### config.mk
export PLATFORM = sky130hd
export DESIGN_NAME = prog_loader
export DESIGN_NICKNAME = d
export VERILOG_FILES = /design/src/rtl/prog_loader_pkg.sv /design/src/rtl/prog_loader_byte_assembler.sv /design/src/rtl/prog_loader.sv
export SDC_FILE = /design/constraint.sdc
export NUM_CORES = 1
export LEC_CHECK = 0
export BUFFER_PORTS_ARGS = -buffer_cell sky130_fd_sc_hd__buf_2
export CAP_MARGIN = 10
export CORE_MARGIN = 2
export CORE_UTILIZATION = 55
export DETAILED_ROUTE_END_ITERATION = 8
export PLACE_DENSITY_LB_ADDON = 0.1
export SETUP_SLACK_MARGIN = 0.02
export SLEW_MARGIN = 10
export SYNTH_ARGS = -nofsm -noshare
export SYNTH_HDL_FRONTEND = slang
export SYNTH_HIERARCHICAL = 1
export SYNTH_SLANG_ARGS = --single-unit
### constraint.sdc
create_clock -name clk -period 3.6 [get_ports clk]
set_input_delay 0.36 -clock clk [delete_from_list [all_inputs] [get_ports clk]]
set_output_delay 0.36 -clock clk [all_outputs]
set_load 0.1 [all_outputs]
### src/rtl/prog_loader_pkg.sv
// Shared definitions for the boot-time program loader: command codes,
// FSM state encoding and per-target address strides.
package prog_loader_pkg;

  localparam logic [7:0] CMD_IMEM  = 8'h00;
  localparam logic [7:0] CMD_DMEM  = 8'h01;
  localparam logic [7:0] CMD_START = 8'hFF;

  localparam int IMEM_STRIDE = 4;
  localparam int DMEM_STRIDE = 8;

  typedef enum logic [2:0] {
    CMD,
    CNT_LO,
    CNT_HI,
    DATA,
    RUN,
    ERR
  } state_t;

  // Byte address of a word index for the selected target, zero-extended.
  function automatic logic [63:0] word_addr(input logic [15:0] index, input logic dmem);
    if (dmem) return 64'(index) * 64'(DMEM_STRIDE);
    else      return 64'(index) * 64'(IMEM_STRIDE);
  endfunction

endpackage

### src/rtl/prog_loader_byte_assembler.sv
// Little-endian word assembler: collects bytes into a 64-bit register and
// flags the byte that completes a word of (last_idx + 1) bytes.
module prog_loader_byte_assembler
  import prog_loader_pkg::*;
(
  input  logic        clk,
  input  logic        rst,
  input  logic        clear,
  input  logic        accept,
  input  logic [7:0]  byte_in,
  input  logic [2:0]  last_idx,
  output logic        last,
  output logic [63:0] word
);

  logic [2:0]  byte_cnt;
  logic [63:0] acc;

  // word already contains the byte being offered, so the completing byte
  // can be captured by the caller in the same handshake cycle.
  always_comb begin
    word = (byte_cnt == 3'd0) ? 64'd0 : acc;
    word = word | ({56'd0, byte_in} << {byte_cnt, 3'b000});
    last = accept && (byte_cnt == last_idx);
  end

  always_ff @(posedge clk) begin
    if (rst || clear) begin
      byte_cnt <= 3'd0;
      acc      <= 64'd0;
    end else if (accept) begin
      acc      <= word;
      byte_cnt <= (byte_cnt == last_idx) ? 3'd0 : byte_cnt + 3'd1;
    end
  end

endmodule

### src/rtl/prog_loader.sv
// Boot loader: parses a byte-stream protocol, writes instruction/data memory
// words and releases the CPU on the start command.
module prog_loader
  import prog_loader_pkg::*;
#(
  parameter int IMEM_WORDS = 512,
  parameter int DMEM_WORDS = 1024
) (
  input  logic        clk,
  input  logic        rst,
  input  logic [7:0]  rx_data,
  input  logic        rx_valid,
  output logic        rx_ready,
  output logic [63:0] imem_addr,
  output logic        imem_wen,
  output logic [31:0] imem_wdata,
  output logic [63:0] dmem_addr,
  output logic        dmem_wen,
  output logic [63:0] dmem_wdata,
  output logic        cpu_enable,
  output logic        busy,
  output logic        err,
  output logic [15:0] words_loaded
);

  // Handshake: a byte transfers on a rising clk edge where rx_valid && rx_ready;
  // rx_ready depends only on the current state, never on rx_valid.
  state_t      state, state_next;
  logic        fire, target_dmem, too_big;
  logic        asm_accept, asm_clear, asm_last;
  logic [2:0]  last_idx;
  logic [7:0]  cnt_lo;
  logic [15:0] count, n_words, index;
  logic [63:0] asm_word;

  assign rx_ready   = (state == CMD) || (state == CNT_LO) ||
                      (state == CNT_HI) || (state == DATA);
  assign fire       = rx_valid && rx_ready;
  assign count      = {rx_data, cnt_lo};
  assign too_big    = target_dmem ? (32'(count) > DMEM_WORDS)
                                  : (32'(count) > IMEM_WORDS);
  assign cpu_enable = (state == RUN);
  assign err        = (state == ERR);
  // The final write pulse lands after the FSM is back in CMD; keep busy up.
  assign busy       = (state == CNT_LO) || (state == CNT_HI) ||
                      (state == DATA) || imem_wen || dmem_wen;
  assign asm_accept = fire && (state == DATA);
  assign asm_clear  = fire && (state == CNT_HI);
  assign last_idx   = target_dmem ? 3'd7 : 3'd3;

  prog_loader_byte_assembler u_asm (
    .clk      (clk),
    .rst      (rst),
    .clear    (asm_clear),
    .accept   (asm_accept),
    .byte_in  (rx_data),
    .last_idx (last_idx),
    .last     (asm_last),
    .word     (asm_word)
  );

  always_ff @(posedge clk) begin
    if (rst) state <= CMD;
    else     state <= state_next;
  end

  always_comb begin
    state_next = state;
    unique case (state)
      CMD: if (fire) begin
        if (rx_data == CMD_IMEM || rx_data == CMD_DMEM) state_next = CNT_LO;
        else if (rx_data == CMD_START)                   state_next = RUN;
        else                                             state_next = ERR;
      end
      CNT_LO: if (fire) state_next = CNT_HI;
      CNT_HI: if (fire) begin
        if (count == 16'd0) state_next = CMD;
        else if (too_big)   state_next = ERR;
        else                state_next = DATA;
      end
      DATA: if (asm_last && (index == n_words - 16'd1)) state_next = CMD;
      RUN:     state_next = RUN;
      ERR:     state_next = ERR;
      default: state_next = ERR;
    endcase
  end

  always_ff @(posedge clk) begin
    if (rst) begin
      target_dmem  <= 1'b0;
      cnt_lo       <= 8'd0;
      n_words      <= 16'd0;
      index        <= 16'd0;
      words_loaded <= 16'd0;
      imem_wen     <= 1'b0;
      imem_addr    <= 64'd0;
      imem_wdata   <= 32'd0;
      dmem_wen     <= 1'b0;
      dmem_addr    <= 64'd0;
      dmem_wdata   <= 64'd0;
    end else begin
      imem_wen <= 1'b0;
      dmem_wen <= 1'b0;
      if (state == CMD && fire && (rx_data == CMD_IMEM || rx_data == CMD_DMEM))
        target_dmem <= (rx_data == CMD_DMEM);
      if (state == CNT_LO && fire)
        cnt_lo <= rx_data;
      if (state == CNT_HI && fire && !too_big) begin
        n_words      <= count;
        index        <= 16'd0;
        words_loaded <= 16'd0;
      end
      if (asm_last) begin
        if (target_dmem) begin
          dmem_wen   <= 1'b1;
          dmem_addr  <= word_addr(index, 1'b1);
          dmem_wdata <= asm_word;
        end else begin
          imem_wen   <= 1'b1;
          imem_addr  <= word_addr(index, 1'b0);
          imem_wdata <= asm_word[31:0];
        end
        index        <= index + 16'd1;
        words_loaded <= words_loaded + 16'd1;
      end
    end
  end

endmodule

# Word-level counts from Yosys, hierarchy flattened
# Index checks and enable logic that the tools add are counted.
word_totals:
  reg_bits: 257
  latchBits: 0
  ramBits: 0
  romBits: 0
  out_inout_bits: 246
  wordCells: 83
  n_memories: 0
op_classes:
  add_sub_neg: 4
  multipliers: 0
  div: 0
  n_lt_le_gt_ge: 2
  n_eq_ne: 13
  shift: 1
  muxes: 18
  bitwise_logic: 3
  n_reduce_logical: 28
ops:
  columns: ["operator", "count"]
  rows:
  - ["$mux W64", 1]
  - ["$or A64 B64 Y64", 1]
  - ["$shl A8 B6 Y64", 1]
  - ["$mux W16", 3]
  - ["$add A16 B1 Y16 const B", 2]
  - ["$mux W3", 9]
  - ["$eq A16 B16 Y1", 1]
  - ["$gt A16 B10 Y1 const B", 1]
  - ["$gt A16 B11 Y1 const B", 1]
  - ["$logic_not A16 Y1", 1]
  - ["$sub A16 B1 Y16 const B", 1]
  - ["$pmux W3 S5", 1]
  - ["$logic_and A1 B1 Y1", 9]
  - ["$logic_or A1 B1 Y1", 9]
  - ["$eq A8 B1 Y1 const B", 1]
  - ["$eq A8 B8 Y1 const B", 1]
  - ["$logic_not A8 Y1", 1]
  - ["$eq A3 B2 Y1 const B", 2]
  - ["$eq A3 B3 Y1 const B", 2]
  - ["$logic_not A3 Y1", 2]
  - ["$ne A2 B2 Y1 const B", 3]
  - ["$mux W1", 4]
  - ["$reduce_and A2 Y1", 2]
  - ["$reduce_and A4 Y1", 1]
  - ["8 further kinds", 9]

# Longest topological paths before layout
# Gate-level depths: netlist of run 1.
depth:
  depth_word: 10
  depth_mapped: 11

# By module
# Netlist of run 1, hierarchy kept.
by_module_without_submodules:
  columns: ["module", "instances", "cells_each", "area_each_um2", "seq_area_each_um2"]
  rows:
  - ["prog_loader", 1, 1049, 8444.3, 3803.6]
  - ["prog_loader_byte_assembler", 1, 352, 3367.0, 1341.3]

# Worst setup path after synthesis of run 1
# OpenSTA, ideal clock, no wires.
synth_timing:
  path_type: "register to output"
  startpoint: "register state[2]"
  endpoint: "output cpu_enable"
  arrival_time_ns: 3.059
  t_required_ns: 3.240
  setup_slack_ns: 0.181
  path_stages_with_launch: 3
  n_path_buf: 0
  path_cell_list: "dfxtp_1 > inv_1 > nor3_1"
synth_between:
  elab_chain_len: 1
synth_lines:
  columns: ["element", "line", "rtl"]
  rows:
  - ["from (decl)", "prog_loader.sv:28", "state_t state, state_next;"]
  - ["from (signal assigned)", "prog_loader.sv:64", "else state <= state_next;"]
  - ["$eq A3 B3 Y1", "prog_loader.sv:42", "assign cpu_enable = (state == RUN);"]
  - ["to (decl)", "prog_loader.sv:20", "output logic cpu_enable,"]
# No other way between the ends.

# Worst setup path after layout of run 1
layout_timing:
  startpoint: "register u_asm.byte_cnt[2]"
  endpoint: "register words_loaded[15]"
layout_between:
  elab_chain_len: 3
  elab_cells_between_ends: 4
  cone_classes: "eq/ne (1); mux (1); reduce/logical (2)"
layout_lines:
  columns: ["element", "line", "rtl"]
  rows:
  - ["from (decl)", "prog_loader_byte_assembler.sv:16", "logic [2:0] byte_cnt;"]
  - ["from (signal assigned)", "prog_loader_byte_assembler.sv:33", "byte_cnt <= (byte_cnt == last_idx) ? 3'd0 : byte_cnt + 3'd1;"]
  - ["$eq A3 B3 Y1 *", "prog_loader_byte_assembler.sv:24", "last = accept && (byte_cnt == last_idx);"]
  - ["$logic_and A1 B1 Y1 *", "prog_loader_byte_assembler.sv:24", null]
  - ["named net asm_last", "prog_loader.sv:30", "logic asm_accept, asm_clear, asm_last;"]
  - ["$mux W16 or $reduce_bool A2 Y1 (tied branches)", null, null]
  - ["to (signal assigned)", "prog_loader.sv:124", "words_loaded <= words_loaded + 16'd1;"]
  - ["to (decl)", "prog_loader.sv:23", "output logic [15:0] words_loaded"]
# The timed path passes the listed nets; every way through them passes the cells marked *.
# A chain may end at the register's enable or synchronous reset.

==> results of run 1 <==
## kinds of logic after synthesis
kind of cell | share of synthesized area (%)
buf+inv | 12.2
other cells | 0.0636
mux | 2.06
compound gates | 19.8
xor+xnor | 2.27
flops | 43.6
fa+ha+maj | 0.530
simple gates | 19.5
## metal layers
layer	GRT usage (%)	part of all wire (%)	up-vias
li1	-	-	4775
met3	2.85	6.7	47
met5	0	0	-
met2	42.6	49	376
met4	7.97	2.1	0
met1	34.5	43	4733
## cell usage after synthesis, types with 14 or more instances
| master | n | area share (%) |
|---|---|---|
| buf_2 | 15 | 0.64 |
| xnor2_1 | 14 | 1.0 |
| nand3_1 | 21 | 0.89 |
| buf_6 | 21 | 2.0 |
| a311oi_1 | 14 | 1.0 |
| nor2_1 | 108 | 3.4 |
| a21oi_1 | 145 | 6.1 |
| dfxtp_1 | 257 | 44 |
| a22oi_1 | 62 | 3.9 |
| clkbuf_1 | 77 | 2.4 |
| a22o_1 | 64 | 4.7 |
| buf_4 | 102 | 6.5 |
| and2_1 | 21 | 1.1 |
| nand2_1 | 289 | 9.2 |
| mux2i_1 | 22 | 1.9 |
## layout make-up
type                    count  area [µm²]
multi-input cells        1011        5610
well taps                 275         344
fillers                  1885        8000
clock buffers              39         791
inverters                   9        33.8
flip-flops and latches    257        5140
repair buffers            174         958
clock inverters            10         135
## sequential cells by signal, summed over array words and instances, names as in the netlist, 3 cells and up
signal and flops:
n_words 16, imem_addr 16, dmem_wdata 64, u_asm/byte_cnt 3, words_loaded 16, u_asm/acc 64
index 16, cnt_lo 8, state 3, imem_wdata 32, dmem_addr 16
## power by group
part / internal, µW / total, µW / switching [µW]
sequential: 2850 / 2870 / 13.8
combinational: 49.6 / 666 / 617
clock: 1740 / 2860 / 1120
## final timing paths
kind	start	to	slack, ps
hold / removal	rx_valid	state[1]	220
setup / recovery	u_asm/byte_cnt[2]	words_loaded[15]	560
hold reg to reg	dmem_wdata[54]	dmem_wdata[54]	450
setup reg to reg	u_asm/byte_cnt[2]	words_loaded[15]	560
## worst max-delay path: stages, from the launching register on
cell	delay, ps
dfxtp_1	710
xor2_2	180
nor3_1	370
and2_1	330
buf_4	270
and3_1	190
and3_1	240
nand3_1	130
or2_2	320
nand3_1	80
o31ai_1	60
## stage by stage
step                util [%]  worst slack, ps  instances  total power, µW  instance area (µm²)
finish                  61.9              563       1775             6390                13000
global route            61.9              318       1775             6580                13000
global placement        57.5              694       1726             3590                12100
floorplan                  -              181       1499             3620                12200
CTS                     61.9              569       1775             6440                13000
detailed placement      57.5              583       1726             3590                12100
==> impl_metrics.csv, run 1 <==
group,metric,value,unit
sta,tns,0,ps
floorplan,dieArea,22700,µm²
clock_network,cts_sinks,257,
place,dp_hpwl,19500,µm
sta,fin_crit_sh,84.4,%
route,via_count,9931,
clock_network,hold_buffers,0,
sta,hold_slack,221,ps
synthesis,synth_seq_cells,257,
global_routing,antenna_found_initial,0,
sta,min_period,3040,ps
floorplan,die_y,151,µm
route,dr.first_iter.drc_count,714,
layout,diodes,0,
sta,setup_viol,0,
setup_path,worstPathRequired,3990,ps
setup_path,critPathCaptureType,"flip-flop",
power,p_leak,0.00522,µW
layout,finalNetCount,1496,
synthesis,yosysWarnings,6,
layout,drive_gt1_share,16.8,%
floorplan,die_x,151,µm
global_routing,grt_pass1_wl,46600,µm
clock_network,clk_pin_slew_worst_paths,60,ps
synthesis,yosysSeqAreaShare,43.6,%
min_path,min_path_cells,4,
setup_path,startpoint_type,"flip-flop",
layout,syn2layout_area_growth,10.2,%
sta,finalMaxSlewViolations,0,
clock_network,cts_root_buf,"clkbuf_16",
floorplan,pin_count,257,
sta,rsz0062_at_grt,"false",
synthesis,ys.flop_type,"dfxtp_1",
place,portBuffers,160,
clock_network,cts_tree,"built",
sta,max_freq,329,MHz
job,maxCapViolCount,0,
route,first_pass_iters,7,
clock_network,cts_buffers,27,
clock_network,clk_latency,530,ps
route,route.detailed.drc,0,
synthesis,avgSynthCellArea,8.43,µm²
route,postRouteAntennaNets,0,
sta,clock_skew,8.82,ps
layout,final_common_cell,"nand2_1",
floorplan,core,21000,µm²
global_routing,grt_max_degree,186,
min_path,hold_path_class,"in2reg",
global_routing,grt_use_total,25.5,%
synthesis,yosysUniqueCellTypes,78,
route,wl_per_cell,16.9,µm
route,routed_wl,30100,µm
setup_path,crit_fanout,19,
synthesis,synth_edf_count,0,
layout,final_cell_mix,"nand2_1, dfxtp_1, buf_2",
synthesis,synth_cells,1401,
sta,hold_viol_final,0,
clock_network,htreeDepth,1,
place,gp_congestion,0.828,
setup_path,crit_arrival,3430,ps
global_routing,grt_remaining_overflow,0,
power,power.density,491,nW/µm²
clock_network,clock_path_buffers,3,
power,vdd_drop_max,0.319,mV
setup_path,r2r_cells,10,
sta,slew_headroom,34.8,%
outcome,status,"finished clean",
floorplan,start_util,56.2,%
setup_path,path_class,"reg2reg",
sta,max_slew.worst_pin.slew,979,ps
clock_network,cts_resized,0,
floorplan,rows,53,
clock_network,cts_setup_buffers,0,
global_routing,grt_pass1_vias,8794,
synthesis,syn_area,11800,µm²
route,viasPerCell,5.59,
synthesis,synthArstFlopShare,0,%
Note: power is estimated with default switching activity, not from simulation.
==> run 2: changes to the inputs <==
--- a/config.mk
+++ b/config.mk
@@ -8,7 +8,7 @@
 export BUFFER_PORTS_ARGS = -buffer_cell sky130_fd_sc_hd__buf_2
 export CAP_MARGIN = 10
 export CORE_MARGIN = 2
-export CORE_UTILIZATION = 55
+export CORE_UTILIZATION = 49
 export DETAILED_ROUTE_END_ITERATION = 8
 export PLACE_DENSITY_LB_ADDON = 0.1
 export SETUP_SLACK_MARGIN = 0.02
==> constraint.sdc (replaced) <==
create_clock -name clk -period 2.6 [get_ports clk]
set_input_delay 0.26 -clock clk [delete_from_list [all_inputs] [get_ports clk]]
set_output_delay 0.26 -clock clk [all_outputs]
set_load 0.1 [all_outputs]
==> run 2 against run 1 <==
Compared with the run above:
- worst hold slack worse by 110 ps
- clock skew grew 2.3 ps
- first-iteration DRC count grew 18%
- clock-buffer cell count increased by 5
- largest power group unchanged
==> impl_metrics.csv, run 2 (synthesized netlist as in run 1, its figures left out) <==
group,metric,value,unit
layout,regArea,5140,µm²
setup_path,worstPathRequired,3080,ps
sta,max_slew.worst_pin.slew,797,ps
floorplan,dieArea,25400,µm²
sta,finalMaxSlewViolations,0,
place,placed_cells_incl_taps,1796,
power,power.density,659,nW/µm²
route,via_count,9931,
clock_network,hold_buffers,0,
clock_network,clk_latency,540,ps
setup_path,critPathTopFamily,"compound AO/OA/AOI/OAI gates",
floorplan,die_y,159,µm
sta,clock_skew,11.1,ps
sta,setup_slack,239,ps
layout,final_cells,1849,
setup_path,path_buf_inv,1,
job,maxCapViolCount,0,
layout,final_cell_mix,"nand2_1, dfxtp_1, buf_2",
route,viasPerCell,5.37,
setup_path,worst_path_largest_cell_delay,520,ps
clock_network,htreeDepth,1,
layout,multiInputGateArea,5630,µm²
layout,syn2layout_area_growth,12.5,%
setup_path,path_class,"reg2reg",
layout,finalNetCount,1526,
floorplan,pin_count,257,
setup_path,crit_path_top_delay_cell,"or4b_4",
clock_network,cts_root_buf,"clkbuf_16",
clock_network,clk_pin_slew_worst_paths,60,ps
clock_network,cts_buffers,27,
layout,final_common_cell,"nand2_1",
min_path,hold_path_class,"in2reg",
route,dr.first_iter.drc_count,840,
setup_path,crit_fanout,6,
route,wl_per_cell,17.0,µm
place,dp_hpwl,21000,µm
layout,drive_gt1_share,18.6,%
global_routing,grt_pass1_vias,9077,
outcome,status,"finished clean",
route,postRouteAntennaNets,0,
place,dp_slack,117,ps
floorplan,die_x,159,µm
setup_path,startpoint_type,"flip-flop",
sta,min_period,2360,ps
sta,slew_headroom,46.5,%
power,p_leak,0.00537,µW
floorplan,start_util,50.2,%
setup_path,path_cells,"inv_1, ha_1, or4b_4, nor3_4, a221oi_2, a2111o_1, a2111oi_4, o31a_1",
route,routed_wl,31400,µm
place,portBuffers,160,
sta,rsz0062_at_grt,"false",
floorplan,rows,56,
layout,n_fill_cell,2251,
global_routing,grt_max_degree,65,
place,gp_congestion,0.847,
sta,setup_viol,0,
setup_path,crit_arrival,2840,ps
global_routing,grt_pass1_wl,49800,µm
layout,reg_top3,"dmem_wdata (64), u_asm/acc (64), imem_wdata (32)",
global_routing,grt_remaining_overflow,0,
sta,hold_viol_final,0,
clock_network,cts_sinks,257,
global_routing,grt_use_total,23.7,%
route,first_pass_iters,7,
power,p_total,8760,µW
setup_path,critPathCaptureType,"flip-flop",
global_routing,antenna_found_initial,0,
clock_network,cts_tree,"built",
power,vdd_drop_max,0.484,mV
clock_network,clock_path_buffers,3,
sta,max_freq,424,MHz
floorplan,core,23500,µm²
sta,tns,0,ps
sta,fin_crit_sh,90.8,%
route,route.detailed.drc,0,
sta,hold_slack,106,ps
layout,diodes,0,
==> run 2: cell count changes in the layout (fill, tap and decap cells not counted), moves of 2 or more <==
cell / before / now
buf_4: 11 / 40
bufinv_16: 3 / 1
clkbuf_1: 5 / 7
clkbuf_8: 7 / 10
inv_6: 2 / 0
==> run 2: per-layer routing <==
layer | global-route usage [%] | part of all wire [%] | up-vias
met3 | 3.44 | 5.5 | 62
met2 | 39.5 | 47 | 316
met1 | 31.9 | 45 | 4712
met4 | 7.27 | 2.6 | 0
met5 | 0 | 0 | -
li1 | - | - | 4841
==> run 2: path summary, 6_finish.rpt <==
check | from | end | slack [ps] | cells after the start
worst max-delay path | n_words[0] | state[2] | 240 | 8
worst min-delay path | rx_valid | state[1] | 110 | 4
worst max register to register | n_words[0] | state[2] | 240 | 8
worst min register to register | imem_wdata[15] | imem_wdata[15] | 450 | 2
==> run 2: metrics by stage <==
stage	utilization [%]	instance area (µm²)
2_1_floorplan	-	12200
3_3_place_gp	52.4	12300
3_5_place_dp	52.4	12300
4_1_cts	56.2	13200
5_1_grt	56.4	13300
6_report	56.4	13300
==> run 2: layout make-up <==
class	count	share of cell area [%]
multi-input combinational	1011	42.4
clock buffer	44	6.32
sequential	257	38.7
inverter	9	0.254
timing repair buffer	204	8.94
tap	319	3.00
clock inverter	5	0.377
==> run 2: worst reg2reg max path, stage by stage (launching register included) <==
cell	delay [ps]
dfxtp_1	350
inv_1	70
ha_1	180
or4b_4	520
nor3_4	220
a221oi_2	90
a2111o_1	430
a2111oi_4	270
o31a_1	180
==> run 2: repair_timing <==
| action | in CTS | in global routing |
|---|---|---|
| gates resized for setup | 0 | 6 |
| setup endpoints to repair | 0 | 81 |
| buffers inserted | 0 | 4 |
==> run 2: power breakdown <==
group          internal, µW  total [µW]  leakage (µW)  switching (µW)
logic                  85.5         956       0.00286             870
registers              3950        3960       0.00207            7.91
clock network          2290        3840      0.000443            1560
